===== config.mk =====
export PLATFORM = sky130hd
export DESIGN_NAME = mux_scan_seq_flat
export DESIGN_NICKNAME = d
export VERILOG_FILES = /design/src/rtl/mux_scan_pkg.sv /design/src/rtl/mux_scan_seq_if.sv /design/src/rtl/mux_scan_settle_cnt.sv /design/src/rtl/mux_scan_seq.sv /design/src/flat_wrapper.sv
export SDC_FILE = /design/constraint.sdc
export NUM_CORES = 1
export LEC_CHECK = 0
export CAP_MARGIN = 5
export CORE_MARGIN = 3
export CORE_UTILIZATION = 45
export CTS_BUF_LIST = sky130_fd_sc_hd__clkbuf_2
export CTS_CLUSTER_SIZE = 16
export DETAILED_ROUTE_END_ITERATION = 10
export DONT_BUFFER_PORTS = 1
export PLACE_DENSITY = 0.72
export SETUP_SLACK_MARGIN = 0.15
export SYNTH_ARGS = -nofsm -noshare
export SYNTH_HDL_FRONTEND = slang
export SYNTH_SLANG_ARGS = --single-unit

===== constraint.sdc =====
create_clock -name clk_pad -period 3.1 [get_ports clk_pad]
set_input_delay 0.62 -clock clk_pad [delete_from_list [all_inputs] [get_ports clk_pad]]
set_output_delay 0.62 -clock clk_pad [all_outputs]
set_load 0.05 [all_outputs]

===== src/rtl/mux_scan_pkg.sv =====
// Shared definitions for the mux scan sequencer: FSM state encoding, default
// select width, settle-counter width and the select-bit to mux-pin mapping.
package mux_scan_pkg;

  // Default select width; the channel count is 2**SEL_W.
  localparam int unsigned SEL_W_DEF = 4;

  // Settle counter width; wide enough for the legal SETTLE range 1..15.
  localparam int unsigned CNT_W = 4;

  typedef enum logic [1:0] {
    ST_IDLE   = 2'd0,
    ST_SETTLE = 2'd1,
    ST_SAMPLE = 2'd2,
    ST_HOLD   = 2'd3
  } state_t;

  // Mux select pin driven by logical select bit bit_idx (bit0 = lowest-order pin).
  function automatic int unsigned sel_pin_idx(input int unsigned bit_idx);
    return bit_idx;
  endfunction

endpackage


===== src/rtl/mux_scan_seq_if.sv =====
// Downstream word handshake of the mux scan sequencer.
//   word_pad  : captured word, bit i = sample of channel i
//   valid_pad : word_pad valid, held until accepted
//   ready_pad : downstream accept
interface mux_scan_seq_if #(
  parameter int unsigned SEL_W = 4
);
  localparam int unsigned WORD_W = 2**SEL_W;

  logic [WORD_W-1:0] word_pad;
  logic              valid_pad;
  logic              ready_pad;

  modport master (output word_pad, output valid_pad, input ready_pad);
  modport slave  (input word_pad, input valid_pad, output ready_pad);
endinterface


===== src/rtl/mux_scan_settle_cnt.sv =====
// Loadable down-counter with zero flag; times the SETTLE wait after a select change.
//   clk, rst_n : clock, async active-low reset
//   load       : load load_val (wins over dec)
//   load_val   : value to load
//   dec        : decrement, saturating at zero
//   zero_c     : counter currently zero (decode of the count register)
module mux_scan_settle_cnt
  import mux_scan_pkg::*;
(
  input  logic             clk,
  input  logic             rst_n,
  input  logic             load,
  input  logic [CNT_W-1:0] load_val,
  input  logic             dec,
  output logic             zero_c
);

  logic [CNT_W-1:0] cnt_q;

  // Count register
  always_ff @(posedge clk or negedge rst_n) begin
    if (!rst_n) begin
      cnt_q <= '0;
    end else if (load) begin
      cnt_q <= load_val;
    end else if (dec && (cnt_q != '0)) begin
      cnt_q <= cnt_q - CNT_W'(1);
    end
  end

  assign zero_c = (cnt_q == '0);

endmodule


===== src/rtl/mux_scan_seq.sv =====
// Sequencer around a 16:1 mux stage: steps the select through every channel,
// waits SETTLE cycles per channel, samples the mux output into a word and
// offers the word downstream on a valid/ready handshake.
//   clk_pad, rst_n_pad : clock, async active-low reset
//   start_pad          : begin a scan (accepted only in IDLE)
//   abort_pad          : synchronous return to IDLE, highest priority
//   mux_out_pad        : mux stage output
//   sel_pad, en_pad    : mux select / enable
//   busy_pad           : scan in progress (state != IDLE)
//   dn                 : word_pad / valid_pad / ready_pad handshake
module mux_scan_seq
  import mux_scan_pkg::*;
#(
  parameter int unsigned SEL_W  = SEL_W_DEF,
  parameter int unsigned SETTLE = 2
) (
  input  logic             clk_pad,
  input  logic             rst_n_pad,
  input  logic             start_pad,
  input  logic             abort_pad,
  input  logic             mux_out_pad,
  output logic [SEL_W-1:0] sel_pad,
  output logic             en_pad,
  output logic             busy_pad,
  mux_scan_seq_if.master   dn
);

  localparam int unsigned    N_CH     = 2**SEL_W;
  localparam logic [SEL_W-1:0] SEL_MAX  = SEL_W'(N_CH - 1);
  localparam logic [CNT_W-1:0] CNT_LOAD = CNT_W'(SETTLE - 1);

  state_t            state_q, state_nxt;
  logic [SEL_W-1:0]  sel_q, sel_nxt;
  logic              en_q, en_nxt;
  logic              valid_q, valid_nxt;
  logic              busy_q, busy_nxt;
  logic [N_CH-1:0]   word_q, word_nxt;
  logic              cnt_load, cnt_dec, cnt_zero_c;

  mux_scan_settle_cnt u_settle_cnt (
    .clk      (clk_pad),
    .rst_n    (rst_n_pad),
    .load     (cnt_load),
    .load_val (CNT_LOAD),
    .dec      (cnt_dec),
    .zero_c   (cnt_zero_c)
  );

  // State and output registers
  always_ff @(posedge clk_pad or negedge rst_n_pad) begin
    if (!rst_n_pad) begin
      state_q <= ST_IDLE;
      sel_q   <= '0;
      en_q    <= 1'b0;
      valid_q <= 1'b0;
      busy_q  <= 1'b0;
      word_q  <= '0;
    end else begin
      state_q <= state_nxt;
      sel_q   <= sel_nxt;
      en_q    <= en_nxt;
      valid_q <= valid_nxt;
      busy_q  <= busy_nxt;
      word_q  <= word_nxt;
    end
  end

  // Next-state and next-output logic; abort overrides every other event
  always_comb begin
    state_nxt = state_q;
    sel_nxt   = sel_q;
    en_nxt    = en_q;
    valid_nxt = valid_q;
    word_nxt  = word_q;
    cnt_load  = 1'b0;
    cnt_dec   = 1'b0;

    if (abort_pad) begin
      // Partial word is kept on purpose; the next start clears it.
      state_nxt = ST_IDLE;
      sel_nxt   = '0;
      en_nxt    = 1'b0;
      valid_nxt = 1'b0;
    end else begin
      unique case (state_q)
        ST_IDLE: begin
          if (start_pad) begin
            state_nxt = ST_SETTLE;
            sel_nxt   = '0;
            en_nxt    = 1'b1;
            word_nxt  = '0;
            cnt_load  = 1'b1;
          end
        end
        ST_SETTLE: begin
          if (cnt_zero_c) begin
            state_nxt = ST_SAMPLE;
          end else begin
            cnt_dec = 1'b1;
          end
        end
        ST_SAMPLE: begin
          word_nxt[sel_q] = mux_out_pad;
          if (sel_q != SEL_MAX) begin
            state_nxt = ST_SETTLE;
            sel_nxt   = sel_q + SEL_W'(1);
            cnt_load  = 1'b1;
          end else begin
            // Last channel: park select at max rather than wrapping.
            state_nxt = ST_HOLD;
            en_nxt    = 1'b0;
            valid_nxt = 1'b1;
          end
        end
        ST_HOLD: begin
          if (valid_q && dn.ready_pad) begin
            state_nxt = ST_IDLE;
            valid_nxt = 1'b0;
            sel_nxt   = '0;
          end
        end
        default: begin
          state_nxt = ST_IDLE;
        end
      endcase
    end

    busy_nxt = (state_nxt != ST_IDLE);
  end

  // Route logical select bits onto the mux select pins
  for (genvar i = 0; i < int'(SEL_W); i++) begin : g_sel_map
    assign sel_pad[sel_pin_idx(i)] = sel_q[i];
  end

  assign en_pad       = en_q;
  assign busy_pad     = busy_q;
  assign dn.word_pad  = word_q;
  assign dn.valid_pad = valid_q;

endmodule


===== src/flat_wrapper.sv =====
// flat-port wrapper written by rule: the top's interface ports become plain ports
module mux_scan_seq_flat import mux_scan_pkg::*;
#(
  parameter int unsigned SEL_W  = SEL_W_DEF,
  parameter int unsigned SETTLE = 2
)
  (clk_pad, rst_n_pad, start_pad, abort_pad, mux_out_pad, sel_pad, en_pad, busy_pad, dn_word_pad, dn_valid_pad, dn_ready_pad);
  mux_scan_seq_if #(.SEL_W(SEL_W)) dn_i ();
  input  logic clk_pad;
  input  logic rst_n_pad;
  input  logic start_pad;
  input  logic abort_pad;
  input  logic mux_out_pad;
  output logic [SEL_W-1:0] sel_pad;
  output logic en_pad;
  output logic busy_pad;
  output wire logic [$bits(dn_i.word_pad)-1:0] dn_word_pad;
  output wire logic [$bits(dn_i.valid_pad)-1:0] dn_valid_pad;
  input wire logic [$bits(dn_i.ready_pad)-1:0] dn_ready_pad;
  assign dn_word_pad = dn_i.word_pad;
  assign dn_valid_pad = dn_i.valid_pad;
  assign dn_i.ready_pad = dn_ready_pad;
  mux_scan_seq #(.SEL_W(SEL_W), .SETTLE(SETTLE)) u_core (.clk_pad(clk_pad), .rst_n_pad(rst_n_pad), .start_pad(start_pad), .abort_pad(abort_pad), .mux_out_pad(mux_out_pad), .sel_pad(sel_pad), .en_pad(en_pad), .busy_pad(busy_pad), .dn(dn_i));
endmodule

==> summary.txt, run 1 <==
Logic synthesis
  • Share of the synthesized area in the top cell type: 44.2%
  • Synth top cells by count: o21ai_0 (34), dfrtp_1 (29), a21oi_1 (20), nand2_1 (12), inv_1 (11)
  • Synth warn: 0
  • Seq/Total Area, Yosys: 44.2%
  • Flops & latches, synth: 29
  • Share of synthesized registers carrying an async set or reset: 100%
  • Synth cell types: 40
  • Mapped Cells: 178
  • Syn_area_per_cell: 9.23 um^2
  • Top cells by area, synth: dfrtp_1 (44%), o21ai_0 (10%), ha_1 (7.6%), a21oi_1 (6.1%), nand2_1 (2.7%)
  • Ys flop type: dfrtp_1
  • Area leader, netlist: dfrtp_1
  • Dominant cell by count in the synthesized netlist: o21ai_0
  • Post-synth EDFFs: 0
  • Syn Std Cell Area: 1640 um^2
  • Post-Syn Nets: 194

Final layout
  • Fill count: 322
  • ANT cells: 0
  • Multi-input logic area: 841 um^2
  • Area Growth Syn to Fin: 7.77%
  • Fraction of layout cells with a size suffix above 1: 9.39%
  • Fin cells: 227
  • Final net count: 196
  • Sequential Area: 726 um^2

Setup path
  • CP required: 3.39 ns
  • Critical Path Source Type: flip-flop
  • Critical Path Max Stage Delay: 0.76 ns
  • Family with the most delay on the worst path: flip-flops
  • Crit-path slowest cell: dfrtp_1
  • Nature of the critical path endpoint: flip-flop
  • Cell Chain, Critical Path: ha_1 > nand4_1 > a41oi_1 > mux2_2
  • FF-to-FF setup slack: 0.83 ns
  • Critical path arrival: 2.56 ns
  • CP max FO: 8
  • CP Class: reg -> reg
  • CP Buf/Inv Count: 0

Clock tree
  • Clk pin slew, worst setup/hold paths: 0.17 ns
  • CTS sink count: 29
  • TritonCTS clock tree: built
  • CTS Root Cell: clkbuf_2
  • CTS resizes: 0
  • Num CTS Buffers: 5
  • Clk_lat worst skew: 0.38 ns
  • Total number of H-tree levels: 2
  • Post-CTS setup buffer count: 0
  • CTS max path bufs: 2

Drt
  • DR iter-0 viols: 67
  • Wire per inst: 16.5 um
  • DR pass1 iterations: 5
  • Vias per cell: 5.89
  • Drt drc: 0
  • Routed vias: 1337
  • Total wire length: 3.74 mm
  • Remaining antenna violation count after routing: 0

Status
  • Status: complete, no violations

Pwr
  • Int Pwr: 611 uW
  • Clock power share: 31.1%
  • Switching Fraction: 33.4%
  • IR Drop Worst-Case VDD: 0.000282 V
  • Net load switching power: 306 uW
  • Comb pwr share: 18.7%
  • LEAKAGE: 0.775 nW
  • Sequential Power Share: 50.2%
  • Pwr dens: 517 nW/um^2

Timing
  • Setup violators final: 0
  • Slew margin rel.: 47.5%
  • Maximum clock frequency: 440 MHz
  • Setup WS post-layout: 0.828 ns
  • Worst Max-Slew Pin Slew: 0.788 ns
  • Min Hold Slack: 0.282 ns
  • Fin. max-slew vios: 0
  • Skew final: 0.0172 ns
  • Final Hold Fails: 0
  • Period utilization: 73.3%
  • RSZ-0062 raised after global routing: no
  • Minimum clock period: 2.27 ns
  • Setup_tns: 0 ns

Floorplan
  • Core area: 3420 um^2
  • Io pins: 29
  • Initial core utilization: 48.1%
  • Chip height: 66.4 um
  • DIE AREA: 4410 um^2
  • Row cnt: 21
  • Chip width: 66.4 um

Global route
  • Total grt overflow: 0
  • Vias in the first global route: 1314
  • Total track usage: 19.3%
  • Global-route wire length before repair: 6.34 mm
  • Initial antenna violation count: 0
  • Largest net degree at the start of global routing: 30

Placement
  • Half-perimeter wire length after placement: 2.75 mm
  • Final GP Congestion: 0.893
  • Worst slack, placed: 0.846 ns
  • Inst Count DP: 217
  • Port-buffer cells: 0

Min path
  • HP Class: in -> reg

Flow run
  • Max-cap violations: 0
[metal layers]
metal  part of all wire [%]  up-vias  GRT usage (%)
met3                    7.9        9           6.46
met1                     41      635           24.5
li1                       -      643              -
met4                    1.5        0           7.61
met2                     49       50           30.1
met5                      0        -              0
[worst paths after layout]
kind	startpoint	end	cells after the start
worst max-delay path	u_core.sel_pad[0]	u_core.sel_pad[0]	4
worst min-delay path	abort_pad	u_core.en_pad	1
worst max register to register	u_core.sel_pad[0]	u_core.sel_pad[0]	4
worst min register to register	u_core.u_settle_cnt.cnt_q[2]	u_core.u_settle_cnt.cnt_q[2]	2
max in group asynchronous	rst_n_pad	u_core.dn.word_pad[11]	2
min in group asynchronous	rst_n_pad	u_core.sel_pad[3]	2
[timing repair]
item | CTS | global route
endpoints found under the setup margin | 0 | 0
endpoints found under the hold margin | 29 | 11
hold buffers | 1 | 1
[per-stage QoR]
stage / util [%] / power, mW / instance area [um^2]
6_report: 51.8 / 0.916 / 1770
5_1_grt: 51.8 / 0.973 / 1770
4_1_cts: 51.5 / 0.920 / 1760
3_5_place_dp: 48.9 / 0.626 / 1670
3_3_place_gp: 48.9 / 0.613 / 1670
2_1_floorplan: - / 0.589 / 1640
[power by group through the flow]
stage / logic (mW) / clock network [mW] / registers (mW)
floorplan: 0.129 / 0 / 0.460
global placement: 0.148 / 0 / 0.465
detailed placement: 0.158 / 0 / 0.468
CTS: 0.169 / 0.290 / 0.461
global route: 0.194 / 0.314 / 0.466
finish: 0.171 / 0.285 / 0.460
[worst register-to-register path: stages, from the launching register on]
cell	delay [ns]
dfrtp_1	0.76
ha_1	0.44
nand4_1	0.23
a41oi_1	0.39
mux2_2	0.37
[cells by family after synthesis]
logic type / share of synthesized area [%]
adder cells (fa/ha/maj): 7.62
flip-flops: 44.2
AND/OR/NAND/NOR: 15.0
AO/OA/AOI/OAI: 25.5
XOR/XNOR: 1.07
buffers and inverters: 4.65
multiplexers: 1.98
[flip-flops by register name, summed over array words and instances (netlist names)]
signal,flops
u_core.busy_pad,1
u_core.dn.valid_pad,1
u_core.dn.word_pad,16
u_core.en_pad,1
u_core.sel_pad,4
u_core.state_q,2
u_core.u_settle_cnt.cnt_q,4
[cells in the final DEF (no fill, tap or decap), types with 3 or more instances in the layout]
cell	instances
or4_1	3
nor2b_1	5
clkbuf_2	5
ha_1	10
nor3_1	3
o21ai_0	34
nor2_1	8
a21oi_1	20
dfrtp_1	29
nand4_1	3
nand2_1	12
inv_1	11
[final cells by class]
cell class                      instances  area share, %
Clock inverter                          3           2.61
Clock buffer                            5           1.41
Inverter                               12           2.54
Multi-Input combinational cell        130           47.5
Sequential cell                        29           41.0
Tap cell                               46           3.25
Timing Repair Buffer                    2           1.70
(Power assumes the default switching activity.)
==> run 2: changes to the inputs <==
--- a/config.mk
+++ b/config.mk
@@ -12,7 +12,7 @@
 export CTS_CLUSTER_SIZE = 16
 export DETAILED_ROUTE_END_ITERATION = 10
 export DONT_BUFFER_PORTS = 1
-export PLACE_DENSITY = 0.72
+export PLACE_DENSITY = 0.74
 export SETUP_SLACK_MARGIN = 0.15
 export SYNTH_ARGS = -nofsm -noshare
 export SYNTH_HDL_FRONTEND = slang
==> constraint.sdc (replaced) <==
create_clock -name clk_pad -period 1.9 [get_ports clk_pad]
set_input_delay 0.38 -clock clk_pad [delete_from_list [all_inputs] [get_ports clk_pad]]
set_output_delay 0.38 -clock clk_pad [all_outputs]
set_load 0.05 [all_outputs]
==> run 2 against run 1 <==
Register-to-register slack got worse by 0.72 ns. Via count increased by 7.0%. Critical path depth increased by 2. First-iteration DRC count increased by 84%. Clock-buffer cell count unchanged.
==> summary.txt, run 2 (synthesis gave the netlist of run 1 again) <==
Placement
  • Half-perimeter wire length after placement: 2.75 mm (about the same)
  • Post-DP Area: 1750 um^2 (+4.8%)
  • Final GP Congestion: 0.854 (-4.4%)
  • Port-buffer cells: 0 (unchanged)

Setup path
  • R2R depth: 6 (+2)
  • CP Class: reg -> reg
  • Nature of the critical path endpoint: flip-flop
  • CP required: 2.23 ns (-1.16 ns)
  • Critical path arrival: 2.12 ns (-0.44 ns)
  • Critical Path Source Type: flip-flop
  • CP max FO: 3 (-5)

Global route
  • Initial antenna violation count: 0 (unchanged)
  • Total track usage: 19.9% (+0.54 points)
  • Largest net degree at the start of global routing: 30 (unchanged)
  • GR Util met2: 33.2% (+3.1 points)
  • Global-route wire length before repair: 6.59 mm (+3.9%)
  • GR Layer Usage met1: 23.2% (-1.3 points)
  • Total grt overflow: 0 (unchanged)
  • GRT busiest layer: met2
  • Vias in the first global route: 1404 (+6.8%)
  • Met3 GRT Util: 6.97% (+0.51 points)

Timing
  • Maximum clock frequency: 559 MHz (+27%)
  • Final Hold Fails: 0 (unchanged)
  • Skew final: 0.00748 ns (-0.00977 ns)
  • Period utilization: 94.1% (+21 points)
  • Setup violators final: 0 (unchanged)
  • Minimum clock period: 1.79 ns (-0.484 ns)
  • Slew margin rel.: 66.7% (+19 points)
  • RSZ-0062 raised after global routing: yes
  • Worst Max-Slew Pin Slew: 0.500 ns (-0.288 ns)
  • Setup_tns: 0 ns (unchanged)
  • Fin. max-slew vios: 0 (unchanged)

Min path
  • WHS Path Cells: 1 (unchanged)
  • HP Class: in -> reg

Final layout
  • Final net count: 213 (+8.7%)
  • Post-route cell area: 1950 um^2 (+10%)
  • Most common cell after layout, fill and taps aside: o21ai_0
  • Max reg flops: 16 (unchanged)
  • Sequential Area: 731 um^2 (+0.69%)
  • Multi-input logic area: 922 um^2 (+9.7%)
  • Most frequent cells in the layout: o21ai_0 (26), dfrtp_1 (25), a21oi_1 (20)
  • Fill count: 317 (-1.6%)
  • Final design utilization: 57.2% (+5.3 points)
  • ANT cells: 0 (unchanged)
  • Area Growth Syn to Fin: 18.9%
  • Fraction of layout cells with a size suffix above 1: 25.8% (+16 points)

Clock tree
  • Clk pin slew, worst setup/hold paths: 0.15 ns (-0.02 ns)
  • CTS Root Cell: clkbuf_2
  • Clk_lat worst skew: 0.37 ns (about the same)
  • Total number of H-tree levels: 2 (unchanged)
  • TritonCTS clock tree: built
  • Num CTS Buffers: 5 (unchanged)
  • CTS sink count: 29 (unchanged)
  • CTS max path bufs: 2 (unchanged)

Pwr
  • Total power: 1.47 mW (+61%)
  • Pwr dens: 755 nW/um^2 (+46%)
  • IR Drop Worst-Case VDD: 0.000325 V (+15%)
  • LEAKAGE: 0.851 nW (+9.8%)

Floorplan
  • Initial core utilization: 48.1% (unchanged)
  • Io pins: 29 (unchanged)
  • Core area: 3420 um^2 (unchanged)
  • DIE AREA: 4410 um^2 (unchanged)
  • Chip width: 66.4 um (unchanged)
  • Chip height: 66.4 um (unchanged)
  • Row cnt: 21 (unchanged)

Drt
  • Remaining antenna violation count after routing: 0 (unchanged)
  • Vias per cell: 5.86 (-0.43%)
  • DR pass1 iterations: 4 (-1)
  • Total wire length: 4.07 mm (+8.8%)
  • Drt drc: 0 (unchanged)
  • DR iter-0 viols: 123 (+84%)
  • Wire per inst: 16.7 um (+1.2%)
  • Routed vias: 1431 (+7.0%)

Status
  • Status: complete, no violations

Flow run
  • Max-cap violations: 0 (unchanged)
## run 2: cell count changes in the layout (fill, tap and decap cells not counted), sizes merged
cell and delta:
clkinv +2, buf +17, bufinv -1, clkinvlp -1
## run 2: final cells by class
class                           count  area share [%]
Clock buffer                        5            1.28
Clock inverter                      3           0.641
Inverter                           12            2.43
Multi-Input combinational cell    130            47.2
Sequential cell                    29            37.4
Tap cell                           46            2.95
Timing Repair Buffer               19            8.07
## run 2: path summary, 6_finish.rpt
kind	from	endpoint	slack, ns
setup / recovery	u_core.u_settle_cnt.cnt_q[0]	u_core.busy_pad	0.11
hold / removal	abort_pad	u_core.state_q[0]	0.05
setup reg to reg	u_core.u_settle_cnt.cnt_q[0]	u_core.busy_pad	0.11
hold reg to reg	u_core.u_settle_cnt.cnt_q[2]	u_core.u_settle_cnt.cnt_q[2]	0.59
max in group asynchronous	rst_n_pad	u_core.sel_pad[1]	1.28
min in group asynchronous	rst_n_pad	u_core.u_settle_cnt.cnt_q[3]	0.44
## run 2: what timing repair did
| item | in CTS | in global routing |
|---|---|---|
| buffers inserted | 3 | 5 |
| endpoints found under the setup margin | 21 | 24 |
| pin swaps | 4 | 5 |
| resized for setup | 8 | 22 |
| hold buffers | 2 | 0 |
| endpoints found under the hold margin | 29 | 0 |
## run 2: where the power goes
| part | switching, mW | internal [mW] | total, mW |
|---|---|---|---|
| combinational | 0.245 | 0.209 | 0.454 |
| clock | 0.226 | 0.0802 | 0.307 |
| sequential | 0.0553 | 0.658 | 0.714 |
## run 2: per-layer routing
layer | share of wire [%] | wire (um)
met1 | 41 | 1670
met2 | 51 | 2080
met3 | 6.5 | 265
met4 | 1.4 | 55
met5 | 0 | 0
## run 2: worst max-delay path, cell delays in order, from the launching register on
cell	delay (ns)
dfrtp_1	0.41
inv_1	0.07
ha_2	0.18
or3b_4	0.41
or4_4	0.42
o211ai_1	0.12
or2_1	0.13
## run 2: metrics by stage
step	hold slack [ns]	cells	setup WS, ns
final	0.0451	244	0.112
after global routing	0.0194	244	0.0132
after CTS	0.0299	239	0.0991
after detailed placement	0.0854	226	0.0544
after global placement	0.0852	226	0.120
after floorplan	0.0844	178	0.157
==> run 3: changes to the inputs <==
--- a/config.mk
+++ b/config.mk
@@ -12,6 +12,7 @@
 export CTS_CLUSTER_SIZE = 16
 export DETAILED_ROUTE_END_ITERATION = 10
 export DONT_BUFFER_PORTS = 1
+export MAX_ROUTING_LAYER = met4
 export PLACE_DENSITY = 0.74
 export SETUP_SLACK_MARGIN = 0.15
 export SYNTH_ARGS = -nofsm -noshare
==> run 3 against run 2 <==
Clock-buffer cell count unchanged. Clock skew increased by 0.0042 ns. Sequential share of layout area increased by 0.53 points. Cell area decreased by 1.4%. Global-route usage decreased by 0.092 points. Total power decreased by 2.5%. Wire length increased by 3.0%. Largest cell class unchanged.
==> summary.txt, run 3 (synthesis gave the netlist of run 1 again) <==
Pwr
  • IR Drop Worst-Case VDD: 0.000507 V (+56%)
  • Pwr dens: 747 nW/um^2 (-1.1%)
  • LEAKAGE: 0.824 nW (-3.1%)

Drt
  • Wire per inst: 17.4 um (+4.3%)
  • Routed vias: 1459 (+2.0%)
  • DR iter-0 viols: 122 (-0.81%)
  • Remaining antenna violation count after routing: 0 (unchanged)
  • DR pass1 iterations: 5 (+1)
  • Drt drc: 0 (unchanged)
  • Total wire length: 4.19 mm (+3.0%)
  • Vias per cell: 6.05 (+3.2%)

Setup path
  • CP Class: reg -> reg
  • Critical path arrival: 2.10 ns (-0.02 ns)
  • R2R depth: 6 (unchanged)
  • FF-to-FF setup slack: 0.12 ns (about the same)
  • Crit-path slowest cell: dfrtp_1
  • Critical Path Source Type: flip-flop
  • R2r endpoint: u_core.busy_pad
  • Family with the most delay on the worst path: simple AND/OR/NAND/NOR gates
  • CP max FO: 4 (+1)
  • CP required: 2.22 ns (about the same)
  • Critical Path Max Stage Delay: 0.41 ns (about the same)
  • FF-to-FF Start: u_core.u_settle_cnt.cnt_q[1]
  • CP Buf/Inv Count: 1 (unchanged)
  • Nature of the critical path endpoint: flip-flop
  • Cell Chain, Critical Path: inv_1 > ha_2 > or3b_4 > or4_1 > o211ai_1 > or2_1

Floorplan
  • DIE AREA: 4410 um^2 (unchanged)
  • Core area: 3420 um^2 (unchanged)
  • Chip height: 66.4 um (unchanged)
  • Chip width: 66.4 um (unchanged)
  • Io pins: 29 (unchanged)
  • Row cnt: 21 (unchanged)
  • Initial core utilization: 48.1% (unchanged)

Min path
  • HP Class: in -> reg
  • WHS Path Cells: 1 (unchanged)
  • Hold path start: abort_pad
  • WHS Endpoint: u_core.en_pad

Clock tree
  • CTS Root Cell: clkbuf_2
  • Clk_lat worst skew: 0.37 ns (about the same)
  • Total number of H-tree levels: 2 (unchanged)
  • Clk pin slew, worst setup/hold paths: 0.16 ns (about the same)
  • CTS sink count: 29 (unchanged)
  • CTS max path bufs: 2 (unchanged)
  • TritonCTS clock tree: built
  • Num CTS Buffers: 5 (unchanged)

Final layout
  • Fraction of layout cells with a size suffix above 1: 23.6% (-2.2 points)
  • Most frequent cells in the layout: o21ai_0 (32), dfrtp_1 (25), a21oi_1 (20)
  • Area Growth Syn to Fin: 17.2%
  • Final net count: 210 (-1.4%)
  • Post-route cell area: 1930 um^2 (-1.4%)
  • ANT cells: 0 (unchanged)
  • Most common cell after layout, fill and taps aside: o21ai_0
  • Max reg flops: 16 (unchanged)
  • Fill count: 303 (-4.4%)

Flow run
  • Max-cap violations: 0 (unchanged)

Timing
  • Skew final: 0.0116 ns (+0.00416 ns)
  • Min Hold Slack: 0.0441 ns (-0.000980 ns)
  • Period utilization: 93.9% (-0.22 points)
  • Setup violators final: 0 (unchanged)
  • Minimum clock period: 1.78 ns (-0.00419 ns)
  • RSZ-0062 raised after global routing: yes
  • Final Hold Fails: 0 (unchanged)
  • Slew margin rel.: 66.3% (-0.31 points)
  • Setup WS post-layout: 0.116 ns (+0.00419 ns)
  • Maximum clock frequency: 561 MHz (+0.23%)
  • Fin. max-slew vios: 0 (unchanged)
  • Worst Max-Slew Pin Slew: 0.505 ns (+0.00472 ns)
  • Setup_tns: 0 ns (unchanged)

Global route
  • Initial antenna violation count: 0 (unchanged)
  • GR Util met2: 32.1% (-1.1 points)
  • Global-route wire length before repair: 6.47 mm (-1.9%)
  • Met3 GRT Util: 6.29% (-0.68 points)
  • GRT busiest layer: met2
  • Largest net degree at the start of global routing: 30 (unchanged)
  • Vias in the first global route: 1389 (-1.1%)
  • Total track usage: 19.8% (-0.092 points)
  • GR Layer Usage met1: 24.1% (+0.90 points)
  • Total grt overflow: 0 (unchanged)

Placement
  • Half-perimeter wire length after placement: 2.85 mm (+3.6%)
  • Port-buffer cells: 0 (unchanged)
  • Worst slack, placed: 0.0639 ns (+0.00948 ns)
  • Final GP Congestion: 0.864 (+1.2%)
  • Post-DP Area: 1750 um^2 (unchanged)

Status
  • Status: complete, no violations
[run 3: changes by cell type in the layout (fill, tap and decap cells not counted), sizes merged]
cell   change
o21ai      +1
buf        -4
[run 3: final cells by class]
class | instances | area [um^2] | area share (%)
Multi-Input combinational cell | 131 | 927 | 48.1
Sequential cell | 29 | 731 | 37.9
Timing Repair Buffer | 15 | 128 | 6.63
Tap cell | 46 | 57.6 | 2.99
Inverter | 12 | 45.0 | 2.34
Clock buffer | 5 | 25.0 | 1.30
Clock inverter | 3 | 12.5 | 0.650
[run 3: through the flow]
| step | total power, mW | util [%] | std cells |
|---|---|---|---|
| after global routing | 1.51 | 56.4 | 241 |
| final | 1.44 | 56.4 | 241 |
| after global placement | 1.02 | 51.2 | 226 |
| after detailed placement | 1.04 | 51.2 | 226 |
| after CTS | 1.39 | 54.6 | 238 |
| after floorplan | 0.966 | - | 178 |
[run 3: worst max-delay path by stage]
stage,start,endpoint,cells past startpoint
6_report,u_core.u_settle_cnt.cnt_q[1],u_core.busy_pad,6
5_1_grt,u_core.u_settle_cnt.cnt_q[0],u_core.busy_pad,6
4_1_cts,u_core.u_settle_cnt.cnt_q[1],u_core.busy_pad,6
3_5_place_dp,u_core.u_settle_cnt.cnt_q[0],u_core.busy_pad,6
3_3_place_gp,u_core.u_settle_cnt.cnt_q[0],u_core.busy_pad,6
2_1_floorplan,u_core.u_settle_cnt.cnt_q[0],u_core.busy_pad,6
[run 3: repair_timing]
item	in CTS	in global routing
pin swaps	0	2
buffers inserted	2	2
endpoints found under the setup margin	19	24
gates resized for setup	5	15
hold buffers	2	0
endpoints found under the hold margin	29	0
cloned	0	1
[run 3: metal layers]
layer | vias to the layer above | share of wire [%]
li1 | 677 | -
met1 | 703 | 41
met2 | 70 | 50
met3 | 9 | 7.7
met4 | 0 | 1.4
met5 | - | 0
[run 3: where the power goes]
group | leakage (nW) | internal, mW | switching (mW)
sequential | 0.390 | 0.658 | 0.0545
clock | 0.0278 | 0.0803 | 0.223
combinational | 0.406 | 0.186 | 0.236
